**src/rtl/mips_pkg.sv**
```systemverilog
// Shared encodings for the MIPS ID/EX stage: ALU control codes, ALUOp and funct values.
package mips_pkg;

  // ALU control codes understood by MIPS_ALU; only these seven may ever be produced
  localparam logic [3:0] ALUCT_AND = 4'b0000;
  localparam logic [3:0] ALUCT_OR  = 4'b0001;
  localparam logic [3:0] ALUCT_ADD = 4'b0010;
  localparam logic [3:0] ALUCT_SUB = 4'b0110;
  localparam logic [3:0] ALUCT_SLT = 4'b0111;
  localparam logic [3:0] ALUCT_NOR = 4'b1100;
  localparam logic [3:0] ALUCT_XOR = 4'b1101;

  // ALUOp as produced by the main decoder
  typedef enum logic [1:0] {
    ALUOP_MEM    = 2'b00,
    ALUOP_BRANCH = 2'b01,
    ALUOP_RTYPE  = 2'b10,
    ALUOP_ORI    = 2'b11
  } aluop_t;

  // Supported R-type funct fields
  localparam logic [5:0] FUNCT_ADD = 6'b100000;
  localparam logic [5:0] FUNCT_SUB = 6'b100010;
  localparam logic [5:0] FUNCT_AND = 6'b100100;
  localparam logic [5:0] FUNCT_OR  = 6'b100101;
  localparam logic [5:0] FUNCT_XOR = 6'b100110;
  localparam logic [5:0] FUNCT_NOR = 6'b100111;
  localparam logic [5:0] FUNCT_SLT = 6'b101010;

endpackage

```
**src/rtl/mips_alu_ctrl.sv**
```systemverilog
// Combinational ALU-control decoder: {aluop, funct} -> {aluct, illegal}.
// Unsupported R-type functs fall back to ADD so the ALU never sees an unknown code.
module mips_alu_ctrl
  import mips_pkg::*;
(
  input  logic [1:0] aluop,
  input  logic [5:0] funct,
  output logic [3:0] aluct,
  output logic       illegal
);

  // Decode ALUOp first; only the R-type class consults funct
  always_comb begin
    aluct   = ALUCT_ADD;
    illegal = 1'b0;
    case (aluop)
      ALUOP_MEM:    aluct = ALUCT_ADD;
      ALUOP_BRANCH: aluct = ALUCT_SUB;
      ALUOP_ORI:    aluct = ALUCT_OR;
      default: begin
        case (funct)
          FUNCT_ADD: aluct = ALUCT_ADD;
          FUNCT_SUB: aluct = ALUCT_SUB;
          FUNCT_AND: aluct = ALUCT_AND;
          FUNCT_OR:  aluct = ALUCT_OR;
          FUNCT_XOR: aluct = ALUCT_XOR;
          FUNCT_NOR: aluct = ALUCT_NOR;
          FUNCT_SLT: aluct = ALUCT_SLT;
          default: begin
            aluct   = ALUCT_ADD;
            illegal = 1'b1;
          end
        endcase
      end
    endcase
  end

endmodule

```
**src/rtl/mips_id_ex_stage.sv**
```systemverilog
// ID/EX pipeline register with execute-stage operand front end.
// Flow control: id_valid marks a real instruction in ID; each edge the register
// either bubbles (flush, or load-use hazard when not stalled), holds (stall), or
// captures ID with ex_valid=id_valid. ld_use_hazard tells upstream to hold PC/IF-ID.
module mips_id_ex_stage
  import mips_pkg::*;
#(
  parameter int DW = 32,
  parameter int RW = 5
) (
  input  logic          clk,
  input  logic          rst_n,
  input  logic          id_valid,
  input  logic [DW-1:0] id_rs_data,
  input  logic [DW-1:0] id_rt_data,
  input  logic [DW-1:0] id_imm,
  input  logic [RW-1:0] id_rs,
  input  logic [RW-1:0] id_rt,
  input  logic [RW-1:0] id_rd,
  input  logic [1:0]    id_aluop,
  input  logic [5:0]    id_funct,
  input  logic          id_alusrc,
  input  logic          id_regdst,
  input  logic          id_regwrite,
  input  logic          id_memread,
  input  logic          id_memwrite,
  input  logic          id_memtoreg,
  input  logic          stall,
  input  logic          flush,
  input  logic          exmem_regwrite,
  input  logic [RW-1:0] exmem_rd,
  input  logic [DW-1:0] exmem_result,
  input  logic          memwb_regwrite,
  input  logic [RW-1:0] memwb_rd,
  input  logic [DW-1:0] memwb_result,
  output logic          ld_use_hazard,
  output logic          ex_valid,
  output logic [DW-1:0] ex_a,
  output logic [DW-1:0] ex_b,
  output logic [3:0]    ex_aluct,
  output logic [DW-1:0] ex_store_data,
  output logic [RW-1:0] ex_dest,
  output logic          ex_regwrite,
  output logic          ex_memread,
  output logic          ex_memwrite,
  output logic          ex_memtoreg,
  output logic          ex_illegal
);

  logic [3:0]    id_aluct;
  logic          id_illegal;

  logic [DW-1:0] rs_data_q, rt_data_q, imm_q;
  logic [RW-1:0] rs_q, rt_q, dest_q;
  logic [3:0]    aluct_q;
  logic          valid_q, illegal_q, alusrc_q;
  logic          regwrite_q, memread_q, memwrite_q, memtoreg_q;
  logic [DW-1:0] fwd_rt;

  mips_alu_ctrl u_alu_ctrl (
    .aluop   (id_aluop),
    .funct   (id_funct),
    .aluct   (id_aluct),
    .illegal (id_illegal)
  );

  // Load-use: a load in EX whose destination is read by the instruction in ID
  always_comb begin
    ld_use_hazard = id_valid & valid_q & memread_q & (dest_q != '0) &
                    ((dest_q == id_rs) | (dest_q == id_rt));
  end

  // ID/EX register: flush > stall > hazard bubble > capture
  always_ff @(posedge clk or negedge rst_n) begin
    if (!rst_n) begin
      valid_q    <= 1'b0;
      rs_data_q  <= '0;
      rt_data_q  <= '0;
      imm_q      <= '0;
      rs_q       <= '0;
      rt_q       <= '0;
      dest_q     <= '0;
      aluct_q    <= ALUCT_AND;
      illegal_q  <= 1'b0;
      alusrc_q   <= 1'b0;
      regwrite_q <= 1'b0;
      memread_q  <= 1'b0;
      memwrite_q <= 1'b0;
      memtoreg_q <= 1'b0;
    end else if (flush || (!stall && ld_use_hazard)) begin
      valid_q    <= 1'b0;
      illegal_q  <= 1'b0;
      regwrite_q <= 1'b0;
      memread_q  <= 1'b0;
      memwrite_q <= 1'b0;
      memtoreg_q <= 1'b0;
    end else if (!stall) begin
      valid_q    <= id_valid;
      rs_data_q  <= id_rs_data;
      rt_data_q  <= id_rt_data;
      imm_q      <= id_imm;
      rs_q       <= id_rs;
      rt_q       <= id_rt;
      dest_q     <= id_regdst ? id_rd : id_rt;
      aluct_q    <= id_aluct;
      illegal_q  <= id_valid & id_illegal;
      alusrc_q   <= id_alusrc;
      // an illegal R-type must never write the register file
      regwrite_q <= id_valid & id_regwrite & ~id_illegal;
      memread_q  <= id_valid & id_memread;
      memwrite_q <= id_valid & id_memwrite;
      memtoreg_q <= id_valid & id_memtoreg;
    end
  end

  // Operand A: EX/MEM beats MEM/WB; $0 is never forwarded
  always_comb begin
    if (exmem_regwrite && (exmem_rd == rs_q) && (rs_q != '0))
      ex_a = exmem_result;
    else if (memwb_regwrite && (memwb_rd == rs_q) && (rs_q != '0))
      ex_a = memwb_result;
    else
      ex_a = rs_data_q;
  end

  // Forwarded rt feeds both operand B and the store data path
  always_comb begin
    if (exmem_regwrite && (exmem_rd == rt_q) && (rt_q != '0))
      fwd_rt = exmem_result;
    else if (memwb_regwrite && (memwb_rd == rt_q) && (rt_q != '0))
      fwd_rt = memwb_result;
    else
      fwd_rt = rt_data_q;
  end

  // Output drive: operand B select and valid-gated controls
  always_comb begin
    ex_b          = alusrc_q ? imm_q : fwd_rt;
    ex_store_data = fwd_rt;
    ex_valid      = valid_q;
    ex_aluct      = aluct_q;
    ex_dest       = dest_q;
    ex_illegal    = illegal_q;
    ex_regwrite   = valid_q & regwrite_q;
    ex_memread    = valid_q & memread_q;
    ex_memwrite   = valid_q & memwrite_q;
    ex_memtoreg   = valid_q & memtoreg_q;
  end

endmodule

```
**config.mk**
```make
export PLATFORM = sky130hd
export DESIGN_NAME = mips_id_ex_stage
export DESIGN_NICKNAME = d
export VERILOG_FILES = /design/src/rtl/mips_pkg.sv /design/src/rtl/mips_alu_ctrl.sv /design/src/rtl/mips_id_ex_stage.sv
export SDC_FILE = /design/constraint.sdc
export NUM_CORES = 1
export LEC_CHECK = 0
export ABC_AREA = 1
export CAP_MARGIN = 20
export CORE_ASPECT_RATIO = 0.75
export CORE_MARGIN = 3
export CORE_UTILIZATION = 44
export CTS_CLUSTER_DIAMETER = 150
export DETAILED_ROUTE_END_ITERATION = 10
export DONT_BUFFER_PORTS = 1
export HOLD_SLACK_MARGIN = 0.08
export PLACE_DENSITY = 0.59
export SYNTH_ARGS = -nofsm -noshare
export SYNTH_HDL_FRONTEND = slang
export SYNTH_HIERARCHICAL = 1
export SYNTH_SLANG_ARGS = --single-unit
```
**constraint.sdc**
```tcl
create_clock -name clk -period 2 [get_ports clk]
set_input_delay 0.1 -clock clk [delete_from_list [all_inputs] [get_ports clk]]
set_output_delay 0.1 -clock clk [all_outputs]
set_load 0.01 [all_outputs]
```
Yosys cells after proc, flatten, opt, wreduce, memory -nomap -nowiden. Index checks and enable logic that the tools add are counted.

Register bits: 122. Logic and storage cells: 88. Output and inout bits: 112. Bits of input ports: 206.

Reduce and logical (&&, ||, !) cells: 18. Equal/unequal tests: 16. Mux-type cells: 22. Bitwise gates (word level): 18.

Operators with widths (count): 32-bit 2-to-1 mux (5); 6-bit equality test (second input constant) (7); 5-bit equality test (6); 4-bit case mux with 6 select lines (1); 5-bit nonzero test (3); 1-bit AND (14); 1-bit 2-to-1 mux (14); 4-bit case mux with 3 select lines (1); 1-bit logical AND (9); 7-bit OR reduction (1); 5-bit 2-to-1 mux (1); 1-bit NOT (3); 3-bit OR reduction (1); 2-bit by 1-bit equality test with 1-bit output (second input constant) (1); 2-bit equality test (second input constant) (1); 2-bit logical NOT (1); 2-bit by 1-bit != test with 1-bit output (second input constant) (1); 2-bit AND reduction (1); 1-bit logical NOT (1); 1-bit logical OR (1); 1-bit OR (1).

Depth between registers and ports, before layout.
Depth in word-level cells: 8. Depth in mapped cells: 12. Mapped depth without buffers: 11.

Cells and area by module. Netlist, hierarchy kept.

By module, submodules not included: mips_id_ex_stage (cells each 1159, instances 1, area each 7707.4 um^2, sequential area each 3052.9 um^2); mips_alu_ctrl (cells each 38, instances 1, area each 163.9 um^2, sequential area each 0.0 um^2).

Least setup slack after synthesis. Ideal clock, no wire load.

Path type: register -> output. Start: reg rs_q[4]. End: out ex_a[9]. Arrival: 1.437 ns. Data required time: 1.900 ns. Path slack: 0.463 ns. Cell stages (with the launch flop): 7. Buffers on the path: 1. Cells stage by stage: dfrtp_1 > xnor2_1 > nand3_1 > nor3_1 > nand2_2 > clkbuf_1 > o21ai_0.

Word-level cells in the longest chain between the ends: 5. Elaborated cells between the ends (all ways): 9. Classes of those cells: eq/ne (2); mux (2); reduce/logical (5).

RTL lines: from (decl) (RTL line mips_id_ex_stage.sv:54) `logic [RW-1:0] rs_q, rt_q, dest_q;`; from (signal assigned) (RTL line mips_id_ex_stage.sv:102) `rs_q <= id_rs;`; 5-bit equality test (RTL line mips_id_ex_stage.sv:120) `else if (memwb_regwrite && (memwb_rd == rs_q) && (rs_q != '0))`; 1-bit logical AND (2 in a row) (RTL line mips_id_ex_stage.sv:120); 32-bit 2-to-1 mux (RTL line mips_id_ex_stage.sv:120); 32-bit 2-to-1 mux * (RTL line mips_id_ex_stage.sv:118) `if (exmem_regwrite && (exmem_rd == rs_q) && (rs_q != '0))`; to (decl) (RTL line mips_id_ex_stage.sv:38) `output logic [DW-1:0] ex_a,`.

Every way passes the cells marked *; elsewhere a longest branch is shown, timed or not.

Final worst setup path.
Start: reg rt_q[1]. End: out ex_b[14].

Word-level cells in the longest chain between the ends: 6. Elaborated cells between the ends (all ways): 10. Classes of those cells: eq/ne (2); mux (3); reduce/logical (5).

RTL lines: from (decl) (RTL line mips_id_ex_stage.sv:54); from (signal assigned) (RTL line mips_id_ex_stage.sv:103) `rt_q <= id_rt;`; 5-bit equality test (RTL line mips_id_ex_stage.sv:130) `else if (memwb_regwrite && (memwb_rd == rt_q) && (rt_q != '0))`; 1-bit logical AND (2 in a row) (RTL line mips_id_ex_stage.sv:130); 32-bit 2-to-1 mux (RTL line mips_id_ex_stage.sv:130); 32-bit 2-to-1 mux * (RTL line mips_id_ex_stage.sv:128) `if (exmem_regwrite && (exmem_rd == rt_q) && (rt_q != '0))`; 32-bit 2-to-1 mux * (RTL line mips_id_ex_stage.sv:138) `ex_b = alusrc_q ? imm_q : fwd_rt;`; to (decl) (RTL line mips_id_ex_stage.sv:39) `output logic [DW-1:0] ex_b,`.

Marked as above.

==> flow_metrics.tcl <==
set metrics [dict create \
    outcome "complete, but fails checks" \
    violations "hold timing, setup timing" \
    min_period_ns 2.19 \
    required_ns 1.90 \
    async_reset_ff_share_pct 100 \
    cts_tree "built" \
    synth_nets 1403 \
    vias_per_cell 5.80 \
    slew_headroom_pct 64.7 \
    clkLatencyLatePin_ns 0.43 \
    finish.utilization_pct 73.5 \
    multiInputGateArea_um2 5730 \
    core_area_um2 17200 \
    drive_gt1_share_pct 30.4 \
    syn2layout_area_growth_pct 60.4 \
    pre_cts_ws_ns 0.126 \
    fmax_mhz 457 \
    min_path_type "input pin to async pin" \
    num_vias 9280 \
    synth_top_area_share_pct 38.8 \
    synth_enable_flop_cells 0 \
    routed_wl_mm 36.5 \
    fin_skew_ns 0.0125 \
    placed_area_um2 8180 \
    r2r_setup_slack_ns 0.08 \
    rsz0062_at_grt "true" \
    critPathTopFamily "simple AND/OR/NAND/NOR gates" \
    gp_congestion 0.974 \
    synthCells 1197 \
    clockBufferDepth 2 \
    ant_nets 0 \
    drv_slew 0 \
    ys_ff_latch 122 \
    cts_made_buffers 17 \
    power.density_nw_per_um2 726 \
    drc 0 \
    portBuffers 0 \
    min_period_over_period_pct 109 \
    ioPinCount 318 \
    wl_per_cell_um 22.8 \
    yosysMostFrequentCell "nand2_1" \
    start_util_pct 45.8 \
    dieHeight_um 122 \
    yosysSeqAreaShare_pct 38.8 \
    synth_commonest_cells "nand2_1 (473), nand3_1 (243), dfrtp_1 (122)" \
    layout_setup_ws_ns -0.187 \
    whs_ns -0.642 \
    path_max_fanout 8 \
    ys.flop_type "dfrtp_1" \
    cts_hold_buf 133 \
    grt_usage_pct 33.2 \
    row_count 41 \
    dpl.hpwl_mm 22.3 \
    grt_antenna_before_repair 1 \
    grt_pass1_vias 8389 \
    yosysWarnings 6 \
    critical_path_arrival_ns 2.09 \
    crit_chain "inv_2 -> nand2_2 -> nor2_4 -> nor2_4 -> buf_12 -> nand2_8 -> clkbuf_16 -> nand2_4 -> nand3_4 -> nand3_2 -> nand2_2" \
    drtIter0Drc 1073 \
    die-area_um2 19500 \
    synth.largest_area_cell "dfrtp_1" \
    cts_sinks 122 \
    synth.area.top_cells "dfrtp_1 (39%), nand2_1 (23%), nand3_1 (15%), inv_1 (4.8%), nand3b_1 (3.1%)" \
    crit_path_start_kind "flip-flop" \
    grt_pass1_wl_mm 49.7 \
    crit_path_start "rt_q[1]" \
    ys_types 26 \
    fillers 1276 \
    syn_area_um2 7870 \
    num-nets-final 1557 \
    worstMarginPinSlew_ns 0.529 \
    r2r_start "ex_dest[1]" \
    hold_viol_final 122 \
    grt_max_degree 123 \
    cp_num_cells 11 \
    cts_root_buf "clkbuf_16" \
    cp_num_buf_inv 3 \
    seq_area_um2 3060 \
    setup_viol 96 \
    cp-endpoint "ex_b[14]" \
    cp_slowest_cell "dfrtp_1" \
    worstRegToRegCells 12 \
    avgSynthCellArea_um2 6.58 \
    die_w_um 160 \
    maxCapViolCount 0 \
    rr_endpoint "rs_data_q[16]" \
    critPathCaptureType "output port" \
    max_stage_delay_ns 0.40 \
    path_class "flip-flop to output port" \
    p_leak_uw 0.00631 \
    grt_remaining_overflow 0 \
    vdd_ir_drop_max_v 0.000462 \
    fin_area_um2 12600 \
    cts.clk_slew.worst_paths_ns 0.06 \
    firstDrtPassIters 5 \
    htreeDepth 4 \
]
[worst reg2reg max path: stages (launching register included)]
cell and delay [ns]:
dfrtp_2 0.44, inv_2 0.08, nand2_1 0.08, nand2_1 0.10
nor2_2 0.13, nand3_1 0.10, nand2_2 0.15, nand2_8 0.08
buf_4 0.16, nand2_4 0.14, buf_12 0.22, nand2_1 0.11
nand2_1 0.06
[how the worst min path moves through the flow]
stage	startpoint	to	slack [ns]	cells past startpoint
6_report	rst_n	ex_dest[1]	-0.64	0
5_1_grt	rst_n	ex_dest[1]	-0.66	0
4_1_cts	rst_n	rs_q[1]	-0.65	0
3_5_place_dp	rst_n	rs_q[1]	-0.19	0
3_3_place_gp	rst_n	rs_data_q[31]	-0.19	0
2_1_floorplan	rst_n	alusrc_q	-0.20	0
[report_power, final]
| part | internal [uW] | switching [uW] |
|---|---|---|
| Combinational | 1240 | 1750 |
| Sequential | 2770 | 248 |
| Clock | 1860 | 1300 |
[cell families (layout without fill, tap and decap cells)]
family                 after synthesis  after routing  synth area share [%]
AND/OR/NAND/NOR                    819            819                  46.2
buffers and inverters              190            356                  10.4
flip-flops                         122            122                  38.8
AO/OA/AOI/OAI                       59             59                  3.81
XOR/XNOR                             6              6                 0.668
multiplexers                         1              1                 0.127
other                                0              1                     0
[stage by stage]
step                      TNS, ns  power [uW]  std cells
after detailed placement        0        4820       1394
after floorplan                 0        4280       1197
after global placement          0        4810       1394
after global routing       -19.07        9530       1600
after CTS                   -5.73        8610       1568
final                      -11.34        9170       1600
[placed cells by master (no fill, tap or decap), types with 30 or more instances in the layout]
cell type | Yosys | layout
nand2_1 | 473 | 376
nand3_4 | 0 | 44
dfrtp_1 | 122 | 115
inv_1 | 101 | 98
dlygate4sd3_1 | 0 | 133
nand2_4 | 0 | 41
buf_4 | 12 | 30
nand3_1 | 243 | 137
and2_4 | 0 | 32
nand2_2 | 4 | 57
nand3_2 | 0 | 62
nand3b_1 | 32 | 32
[metal layers]
layer | share of wire (%) | vias to the layer above | track usage (%)
met1 | 41 | 4427 | 47.5
met2 | 44 | 640 | 47.4
met3 | 12 | 88 | 10.9
met5 | 0 | - | 0
li1 | - | 4125 | -
met4 | 2.9 | 0 | 10.6
[timing repair]
item | 4_1_cts | 5_1_grt
pin swaps | 34 | 44
setup buffers | 4 | 16
endpoints found under the setup margin | 97 | 97
resized for setup | 259 | 202
endpoints found under the hold margin | 244 | 122
cloned | 6 | 17
[final cells by class]
cell class | count | area share [%]
diodes | 1 | 0.0198
clock buffers | 17 | 3.37
clock inverters | 14 | 1.29
inverters | 115 | 3.55
multi-input cells | 885 | 45.4
flip-flops and latches | 122 | 24.2
well taps | 236 | 2.34
repair buffers | 208 | 19.5
repair inverters | 2 | 0.287
[registers in the layout, indices dropped and copies added, names as in the netlist]
register and cells:
imm_q 32, rs_data_q 32, rt_data_q 32, ex_dest 5, rs_q 5, rt_q 5, ex_aluct 4, alusrc_q 1
ex_illegal 1, ex_valid 1, memread_q 1, memtoreg_q 1, memwrite_q 1, regwrite_q 1
Power figures use the tool's default switching activity.
